===== src/rtl/alarm_ctrl_pkg.sv =====
// Shared types and constants for the alarm-clock button sequencer.
// Holds the FSM encoding, display mode codes, BCD digit limits and the digit-edit helper.
package alarm_ctrl_pkg;

  localparam int BCD_W = 4;

  typedef enum logic [3:0] {
    ST_RUN,
    ST_EDIT_TIME,
    ST_EDIT_ALARM,
    ST_COMMIT_TIME,
    ST_COMMIT_ALARM,
    ST_SNOOZE_STOP,
    ST_SNOOZE_LOAD,
    ST_DISMISS_STOP,
    ST_RESTORE_LOAD
  } state_e;

  localparam logic [1:0] MODE_RUN       = 2'd0;
  localparam logic [1:0] MODE_SET_TIME  = 2'd1;
  localparam logic [1:0] MODE_SET_ALARM = 2'd2;

  localparam logic [1:0]       HOUR1_MAX     = 2'd2;
  localparam logic [BCD_W-1:0] HOUR0_MAX     = 4'd9;
  localparam logic [BCD_W-1:0] HOUR0_MAX_H20 = 4'd3;
  localparam logic [BCD_W-1:0] MIN1_MAX      = 4'd5;
  localparam logic [BCD_W-1:0] MIN0_MAX      = 4'd9;

  typedef struct packed {
    logic [1:0]       h1;
    logic [BCD_W-1:0] h0;
    logic [BCD_W-1:0] m1;
    logic [BCD_W-1:0] m0;
  } hhmm_t;

  // Increment one digit with wrap; raising hour tens to 2 pulls hour units into 0..3.
  function automatic hhmm_t bump_digit(input hhmm_t t, input logic [1:0] dig);
    hhmm_t r;
    r = t;
    case (dig)
      2'd0: begin
        r.h1 = (t.h1 >= HOUR1_MAX) ? 2'd0 : t.h1 + 2'd1;
        if (r.h1 == HOUR1_MAX && t.h0 > HOUR0_MAX_H20) r.h0 = HOUR0_MAX_H20;
      end
      2'd1: r.h0 = (t.h0 >= ((t.h1 == HOUR1_MAX) ? HOUR0_MAX_H20 : HOUR0_MAX)) ? '0 : t.h0 + 4'd1;
      2'd2: r.m1 = (t.m1 >= MIN1_MAX) ? '0 : t.m1 + 4'd1;
      default: r.m0 = (t.m0 >= MIN0_MAX) ? '0 : t.m0 + 4'd1;
    endcase
    return r;
  endfunction

endpackage


===== src/rtl/time_add_minutes.sv =====
// Combinational HH:MM BCD plus 0..9 minutes, with minute carry into the hour and 24-h wrap.
module time_add_minutes
  import alarm_ctrl_pkg::*;
(
  input  hhmm_t            t_i,
  input  logic [BCD_W-1:0] add_i,
  output hhmm_t            sum_o
);

  logic [BCD_W:0]   m0_sum;
  logic [BCD_W:0]   m0_adj;
  logic [BCD_W-1:0] h0_inc;
  logic             min_carry;
  logic             hr_carry;

  always_comb begin
    sum_o     = t_i;
    m0_sum    = {1'b0, t_i.m0} + {1'b0, add_i};
    min_carry = (m0_sum > {1'b0, MIN0_MAX});
    m0_adj    = min_carry ? m0_sum - ({1'b0, MIN0_MAX} + 1'b1) : m0_sum;
    sum_o.m0  = m0_adj[BCD_W-1:0];
    hr_carry  = 1'b0;
    h0_inc    = t_i.h0 + 4'd1;
    if (min_carry) begin
      if (t_i.m1 >= MIN1_MAX) begin
        sum_o.m1 = '0;
        hr_carry = 1'b1;
      end else begin
        sum_o.m1 = t_i.m1 + 4'd1;
      end
    end
    if (hr_carry) begin
      if (t_i.h1 == HOUR1_MAX && h0_inc > HOUR0_MAX_H20) begin
        sum_o.h1 = '0;
        sum_o.h0 = '0;
      end else if (h0_inc > HOUR0_MAX) begin
        sum_o.h0 = '0;
        sum_o.h1 = t_i.h1 + 2'd1;
      end else begin
        sum_o.h0 = h0_inc;
      end
    end
  end

endmodule


===== src/rtl/alarm_mode_controller.sv =====
// Button sequencer in front of alarm_clock: digit editing, edit timeout, snooze and restore.
// Every load/stop command is held until a tick_1s so the 1-s-clocked alarm_clock samples it.
module alarm_mode_controller
  import alarm_ctrl_pkg::*;
#(
  parameter int SNOOZE_MIN   = 5,
  parameter int EDIT_TIMEOUT = 30
) (
  input  logic       clock,
  input  logic       reset,
  input  logic       tick_1s,
  input  logic       btn_mode,
  input  logic       btn_up,
  input  logic       btn_next,
  input  logic       btn_snooze,
  input  logic       alarm_active,
  input  logic [1:0] cur_hour1,
  input  logic [3:0] cur_hour0,
  input  logic [3:0] cur_min1,
  input  logic [3:0] cur_min0,
  output logic [1:0] hour_in1,
  output logic [3:0] hour_in0,
  output logic [3:0] minute_in1,
  output logic [3:0] minute_in0,
  output logic       load_time,
  output logic       load_alarm,
  output logic       stop_alarm,
  output logic       alarm_on,
  output logic [1:0] mode,
  output logic [1:0] edit_digit,
  output logic       snooze_active
);

  localparam logic [BCD_W-1:0] SNOOZE_BCD = SNOOZE_MIN[BCD_W-1:0];
  localparam logic [5:0]       TMO_LAST   = EDIT_TIMEOUT[5:0] - 6'd1;

  state_e     state_q, state_d;
  logic [3:0] btn_q, btn_now, edges;
  logic       ev_mode, ev_next, ev_up;
  hhmm_t      cur, snooze_sum;
  hhmm_t      edit_q, edit_d, shadow_q, shadow_d, bus_q, bus_d;
  logic [1:0] digit_q, digit_d, mode_q, mode_d;
  logic [5:0] tmo_q, tmo_d;
  logic       load_time_q, load_time_d, load_alarm_q, load_alarm_d;
  logic       stop_q, stop_d, alarm_on_q, alarm_on_d, snooze_q, snooze_d;

  // Bit order {snooze, mode, next, up} doubles as the edge priority order.
  assign btn_now = {btn_snooze, btn_mode, btn_next, btn_up};
  assign edges   = btn_now & ~btn_q;
  assign ev_mode = edges[2] & ~edges[3];
  assign ev_next = edges[1] & ~|edges[3:2];
  assign ev_up   = edges[0] & ~|edges[3:1];
  assign cur     = {cur_hour1, cur_hour0, cur_min1, cur_min0};

  time_add_minutes u_snooze_add (
    .t_i   (cur),
    .add_i (SNOOZE_BCD),
    .sum_o (snooze_sum)
  );

  always_comb begin
    state_d    = state_q;
    edit_d     = edit_q;
    digit_d    = digit_q;
    shadow_d   = shadow_q;
    bus_d      = bus_q;
    tmo_d      = '0;
    alarm_on_d = alarm_on_q;
    snooze_d   = snooze_q;
    case (state_q)
      ST_RUN: begin
        if (alarm_active) begin
          if (edges[3])     state_d = ST_SNOOZE_STOP;
          else if (ev_mode) state_d = ST_DISMISS_STOP;
        end else if (ev_mode) begin
          state_d = ST_EDIT_TIME;
          edit_d  = cur;
          digit_d = 2'd0;
        end else if (ev_up) begin
          alarm_on_d = ~alarm_on_q;
        end
      end
      ST_EDIT_TIME, ST_EDIT_ALARM: begin
        if (|edges) begin
          tmo_d = '0;
        end else if (tick_1s) begin
          if (tmo_q == TMO_LAST) state_d = ST_RUN;
          else                   tmo_d = tmo_q + 6'd1;
        end else begin
          tmo_d = tmo_q;
        end
        if (ev_mode) begin
          if (state_q == ST_EDIT_TIME) begin
            state_d = ST_EDIT_ALARM;
            edit_d  = shadow_q;
            digit_d = 2'd0;
          end else begin
            state_d = ST_RUN;
          end
        end else if (ev_next) begin
          if (digit_q == 2'd3)
            state_d = (state_q == ST_EDIT_TIME) ? ST_COMMIT_TIME : ST_COMMIT_ALARM;
          else
            digit_d = digit_q + 2'd1;
        end else if (ev_up) begin
          edit_d = bump_digit(edit_q, digit_q);
        end
      end
      ST_COMMIT_TIME, ST_COMMIT_ALARM: if (tick_1s) state_d = ST_RUN;
      ST_SNOOZE_STOP:  if (tick_1s) state_d = ST_SNOOZE_LOAD;
      ST_SNOOZE_LOAD: begin
        if (tick_1s) begin
          state_d  = ST_RUN;
          snooze_d = 1'b1;
        end
      end
      ST_DISMISS_STOP: if (tick_1s) state_d = snooze_q ? ST_RESTORE_LOAD : ST_RUN;
      ST_RESTORE_LOAD: begin
        if (tick_1s) begin
          state_d  = ST_RUN;
          snooze_d = 1'b0;
        end
      end
      default: state_d = ST_RUN;
    endcase

    // Buses are captured once on entry so they stay put while cur_* advances.
    if (state_d != state_q) begin
      case (state_d)
        ST_COMMIT_TIME, ST_COMMIT_ALARM: bus_d = edit_q;
        ST_SNOOZE_LOAD:                  bus_d = snooze_sum;
        ST_RESTORE_LOAD:                 bus_d = shadow_q;
        default: ;
      endcase
    end
    if (state_d == ST_COMMIT_ALARM) shadow_d = edit_q;

    load_time_d  = (state_d == ST_COMMIT_TIME);
    load_alarm_d = state_d inside {ST_COMMIT_ALARM, ST_SNOOZE_LOAD, ST_RESTORE_LOAD};
    stop_d       = state_d inside {ST_SNOOZE_STOP, ST_DISMISS_STOP};
    case (state_d)
      ST_EDIT_TIME:  mode_d = MODE_SET_TIME;
      ST_EDIT_ALARM: mode_d = MODE_SET_ALARM;
      default:       mode_d = MODE_RUN;
    endcase
  end

  always_ff @(posedge clock) begin
    if (reset) begin
      state_q      <= ST_RUN;
      btn_q        <= '1;
      edit_q       <= '0;
      digit_q      <= '0;
      shadow_q     <= '0;
      bus_q        <= '0;
      tmo_q        <= '0;
      load_time_q  <= 1'b0;
      load_alarm_q <= 1'b0;
      stop_q       <= 1'b0;
      alarm_on_q   <= 1'b0;
      snooze_q     <= 1'b0;
      mode_q       <= MODE_RUN;
    end else begin
      state_q      <= state_d;
      btn_q        <= btn_now;
      edit_q       <= edit_d;
      digit_q      <= digit_d;
      shadow_q     <= shadow_d;
      bus_q        <= bus_d;
      tmo_q        <= tmo_d;
      load_time_q  <= load_time_d;
      load_alarm_q <= load_alarm_d;
      stop_q       <= stop_d;
      alarm_on_q   <= alarm_on_d;
      snooze_q     <= snooze_d;
      mode_q       <= mode_d;
    end
  end

  assign hour_in1      = bus_q.h1;
  assign hour_in0      = bus_q.h0;
  assign minute_in1    = bus_q.m1;
  assign minute_in0    = bus_q.m0;
  assign load_time     = load_time_q;
  assign load_alarm    = load_alarm_q;
  assign stop_alarm    = stop_q;
  assign alarm_on      = alarm_on_q;
  assign mode          = mode_q;
  assign edit_digit    = digit_q;
  assign snooze_active = snooze_q;

endmodule


===== config.mk =====
export PLATFORM = sky130hd
export DESIGN_NAME = alarm_mode_controller
export DESIGN_NICKNAME = d
export VERILOG_FILES = /design/src/rtl/alarm_ctrl_pkg.sv /design/src/rtl/time_add_minutes.sv /design/src/rtl/alarm_mode_controller.sv
export SDC_FILE = /design/constraint.sdc
export NUM_CORES = 1
export LEC_CHECK = 0
export ABC_AREA = 0
export BUFFER_PORTS_ARGS = -buffer_cell sky130_fd_sc_hd__buf_2
export CORE_ASPECT_RATIO = 0.9
export CORE_UTILIZATION = 47
export DETAILED_ROUTE_END_ITERATION = 8
export MAX_ROUTING_LAYER = met4
export PLACE_DENSITY = 0.75
export SLEW_MARGIN = 0
export SYNTH_ARGS = -nofsm -noshare
export SYNTH_HDL_FRONTEND = slang
export SYNTH_HIERARCHICAL = 1
export SYNTH_SLANG_ARGS = --single-unit

===== constraint.sdc =====
create_clock -name clock -period 4.36 [get_ports clock]
set_clock_uncertainty 0.15 [all_clocks]
set_input_delay 0.218 -clock clock [delete_from_list [all_inputs] [get_ports clock]]
set_output_delay 0.218 -clock clock [all_outputs]
set_load 0.01 [all_outputs]

==> summary.txt <==
STA
  – Final WS setup: 643 ps
  – Endpoints failing setup: 0
  – Final Cycle Share: 85.2%
  – Fmax: 0.269 GHz
  – Relative slew slack: 42.9%
  – RSZ-0062 raised after global routing: false
  – Pins Over Slew Limit: 0
  – Setup TNS: 0 ps
  – Final worst path period need: 3720 ps
  – Worst Tran Pin Value: 856 ps
  – Fin. Hold Viols: 0

Drt
  – DR iter-0 viols: 218
  – Routed vias/inst: 5.86
  – DR WL/cell: 15.8 µm
  – Drt drc: 0
  – Antenna-violating nets left: 0
  – Router iterations before antenna repair: 5
  – Via count: 3,915
  – Final WL: 10,600 µm

Worst setup path
  – Required time of the worst setup path: 4400 ps
  – Critical Path AT: 3750 ps
  – Worst path slowest cell: and2_1
  – Max Fanout on Critical Path: 15
  – Crit Path Class: in -> reg
  – CP peak stage delay: 690 ps
  – Crit path launch: btn_mode
  – Worst setup EP type: flop
  – RR Startpoint: btn_q[2]$_SDFF_PP1_
  – Most used cell along the critical path: and2_1
  – Critical path startpoint category: input port
  – Worst path cell trace: dlygate4sd3_1, buf_2, nor2b_1, a2111oi_4, a2111o_1, and2_1, o31ai_4, and2_1, a311oi_2

Layout
  – Area Growth Syn to Fin: 11.7%
  – Layout cells sized above 1: 17.1%
  – Antenna Cells: 0
  – Nets: 596
  – Fillers: 809

Status
  – Status: finished clean

Global routing
  – First-pass GRT wire length: 17,500 µm
  – Initial antenna violation count: 0
  – GRT Util Overall: 24.4%
  – Vias in the first global route: 3,629
  – Congestion Overflow GR: 0
  – Pin count of the biggest net entering global routing: 37

Die
  – DIE AREA: 9550 µm²
  – Initial Util: 49.3%
  – Die Height: 92.8 µm
  – Core Area: 8730 µm²
  – Die W: 103 µm
  – Io pins: 45
  – FP Rows: 32

Clock network
  – Clock transition at the registers of the reported paths: 70 ps
  – CTS H-tree lvls: 3
  – Post-CTS Setup Inserts: 0
  – Cts hold-fix bufs: 4
  – Clock Sinks: 65
  – CTS Buf Count: 9
  – CTS Buffer Depth: 2
  – Root Buffer: clkbuf_8
  – CTS tree: done
  – Gates resized, CTS repair: 0
  – Latest clock arrival within the worst-skew pair: 350 ps

Synthesis
  – Cells after Synth: 507
  – Yosys cell types: 69
  – Number of synthesized register bits: 65
  – Ys async rst share: 0%
  – Ys Warns: 6
  – Mapped cell area: 4310 µm²
  – Main flop type after synthesis: dfxtp_1
  – Seq/Total Area, Yosys: 30.2%
  – Avg Cell Area, Syn: 8.49 µm²
  – Number of enable flip-flop cells after synthesis: 0

Power
  – Maximum vdd ir drop: 133 µV
  – Power density cells: 331 nW/µm²
  – Pleak: 1.99 nW

Hold path
  – Hold Crit Class: in -> reg
  – HP Start: cur_hour0[0]

Place
  – Post-DP HPWL: 7690 µm
  – Pre-CTS WS: 920 ps
  – PortBufs: 44
  – Gpl congestion: 0.902

Job
  – Max-cap violations: 0
## path summary, 6_finish.rpt
path / to / cells past startpoint / slack, ps
setup / recovery: hour_in0[0]$_SDFFE_PP0P_ / 9 / 640
hold reg to reg: tmo_q[4]$_SDFFE_PP0P_ / 2 / 370
setup reg to reg: hour_in0[0]$_SDFFE_PP0P_ / 7 / 850
hold / removal: edit_q[8]$_SDFFE_PP0P_ / 3 / 70
## critical path, delay by kind of cell
family	cells	cell delay [ps]
compound gates	4	1420
buf+inv	2	630
simple gates	3	1480
## through the flow
stage,std cells,power [mW],hold WS (ps),utilization (%),area [µm²]
finish,668,1.59,65.6,55.1,4810
floorplan,510,0.950,175,-,4320
detailed placement,649,1.04,285,52.2,4560
CTS,668,1.60,62.9,55.1,4810
global placement,649,1.03,279,52.2,4560
global route,668,1.67,80.3,55.1,4810
## Yosys cell counts (all sizes together), types with 3 or more instances
| cell type | instances | area share (%) |
|---|---|---|
| or2 | 8 | 1.2 |
| nor3 | 9 | 1.4 |
| and2 | 4 | 0.58 |
| nand3 | 9 | 1.0 |
| xor2 | 8 | 1.6 |
| a211o | 3 | 0.61 |
| nand2b | 13 | 2.1 |
| clkbuf | 11 | 0.96 |
| a21oi | 27 | 3.1 |
| buf | 18 | 2.9 |
| a32oi | 3 | 0.61 |
| mux2i | 30 | 7.0 |
| a211oi | 5 | 1.3 |
| ha | 28 | 8.1 |
| o22ai | 6 | 0.87 |
| a31oi | 3 | 0.58 |
| or3 | 4 | 0.70 |
| nor2 | 60 | 5.2 |
| nand4 | 6 | 0.87 |
| nor2b | 8 | 1.2 |
| nor4 | 4 | 0.58 |
| o21a | 3 | 0.52 |
| nand2 | 43 | 3.7 |
| a311oi | 16 | 4.7 |
| o21ai | 26 | 3.2 |
| xnor2 | 7 | 1.4 |
| inv | 24 | 2.1 |
| dfxtp | 65 | 30 |
| a22oi | 20 | 3.5 |
## cells by family after synthesis
family,after synthesis,share of synthesized area (%)
multiplexers,30,6.97
AND/OR/NAND/NOR,177,20.4
adder cells (fa/ha/maj),29,8.60
other,2,0.174
buffers and inverters,54,6.13
XOR/XNOR,15,3.05
AO/OA/AOI/OAI,135,24.5
flip-flops,65,30.2
## layer usage
| layer | part of all wire [%] | GRT usage, % | vias up | wire, µm |
|---|---|---|---|---|
| met5 | 0 | - | - | 0 |
| met4 | 2.0 | 9.27 | 0 | 210 |
| met3 | 6.9 | 6.04 | 20 | 732 |
| met2 | 46 | 37.5 | 155 | 4900 |
| met1 | 45 | 30.7 | 1847 | 4740 |
| li1 | - | - | 1893 | - |
## where the power goes
group / total, mW / switching (mW) / internal [mW] / leakage [nW]
combinational: 0.376 / 0.226 / 0.150 / 1.35
clock: 0.553 / 0.230 / 0.323 / 0.112
sequential: 0.662 / 0.0385 / 0.624 / 0.527
## flip-flops by register name, indices dropped and copies added, names as in the netlist
name	cells
hour_in0	4
btn_q	4
edit_digit	2
minute_in1	4
tmo_q	6
snooze_active	1
state_q	4
alarm_on	1
minute_in0	4
mode	2
load_time	1
hour_in1	2
stop_alarm	1
edit_q	14
shadow_q	14
load_alarm	1
## layout make-up
cell class / count / area (µm²) / share of cell area, %
Multi-Input combinational cell: 391 / 2750 / 57.2
Tap cell: 119 / 149 / 3.09
Clock inverter: 2 / 35.0 / 0.728
Clock buffer: 13 / 179 / 3.72
Inverter: 24 / 90.1 / 1.87
Timing Repair Buffer: 54 / 305 / 6.34
Sequential cell: 65 / 1300 / 27.0
## layout by cell type (no fill, tap or decap), types with 4 or more instances in the layout
cell | netlist | layout
xor2_1 | 8 | 8
a311oi_2 | 10 | 10
buf_4 | 6 | 6
nor2_1 | 60 | 60
nand2_1 | 43 | 43
a311oi_1 | 6 | 6
a22oi_1 | 20 | 20
nor3_1 | 7 | 7
nand2b_1 | 12 | 12
dlygate4sd3_1 | 0 | 4
o21ai_0 | 19 | 19
inv_1 | 24 | 24
or2_2 | 7 | 7
and2_1 | 4 | 4
nor4_1 | 4 | 4
conb_1 | 2 | 5
dfxtp_1 | 65 | 65
clkbuf_8 | 0 | 13
nand4_1 | 6 | 6
o21ai_1 | 5 | 5
nand3_1 | 9 | 9
nor2b_1 | 8 | 8
o22ai_1 | 6 | 6
a21oi_1 | 27 | 27
ha_1 | 28 | 28
mux2i_1 | 30 | 30
buf_2 | 9 | 44
xnor2_1 | 7 | 7
(Power assumes the default switching activity.)
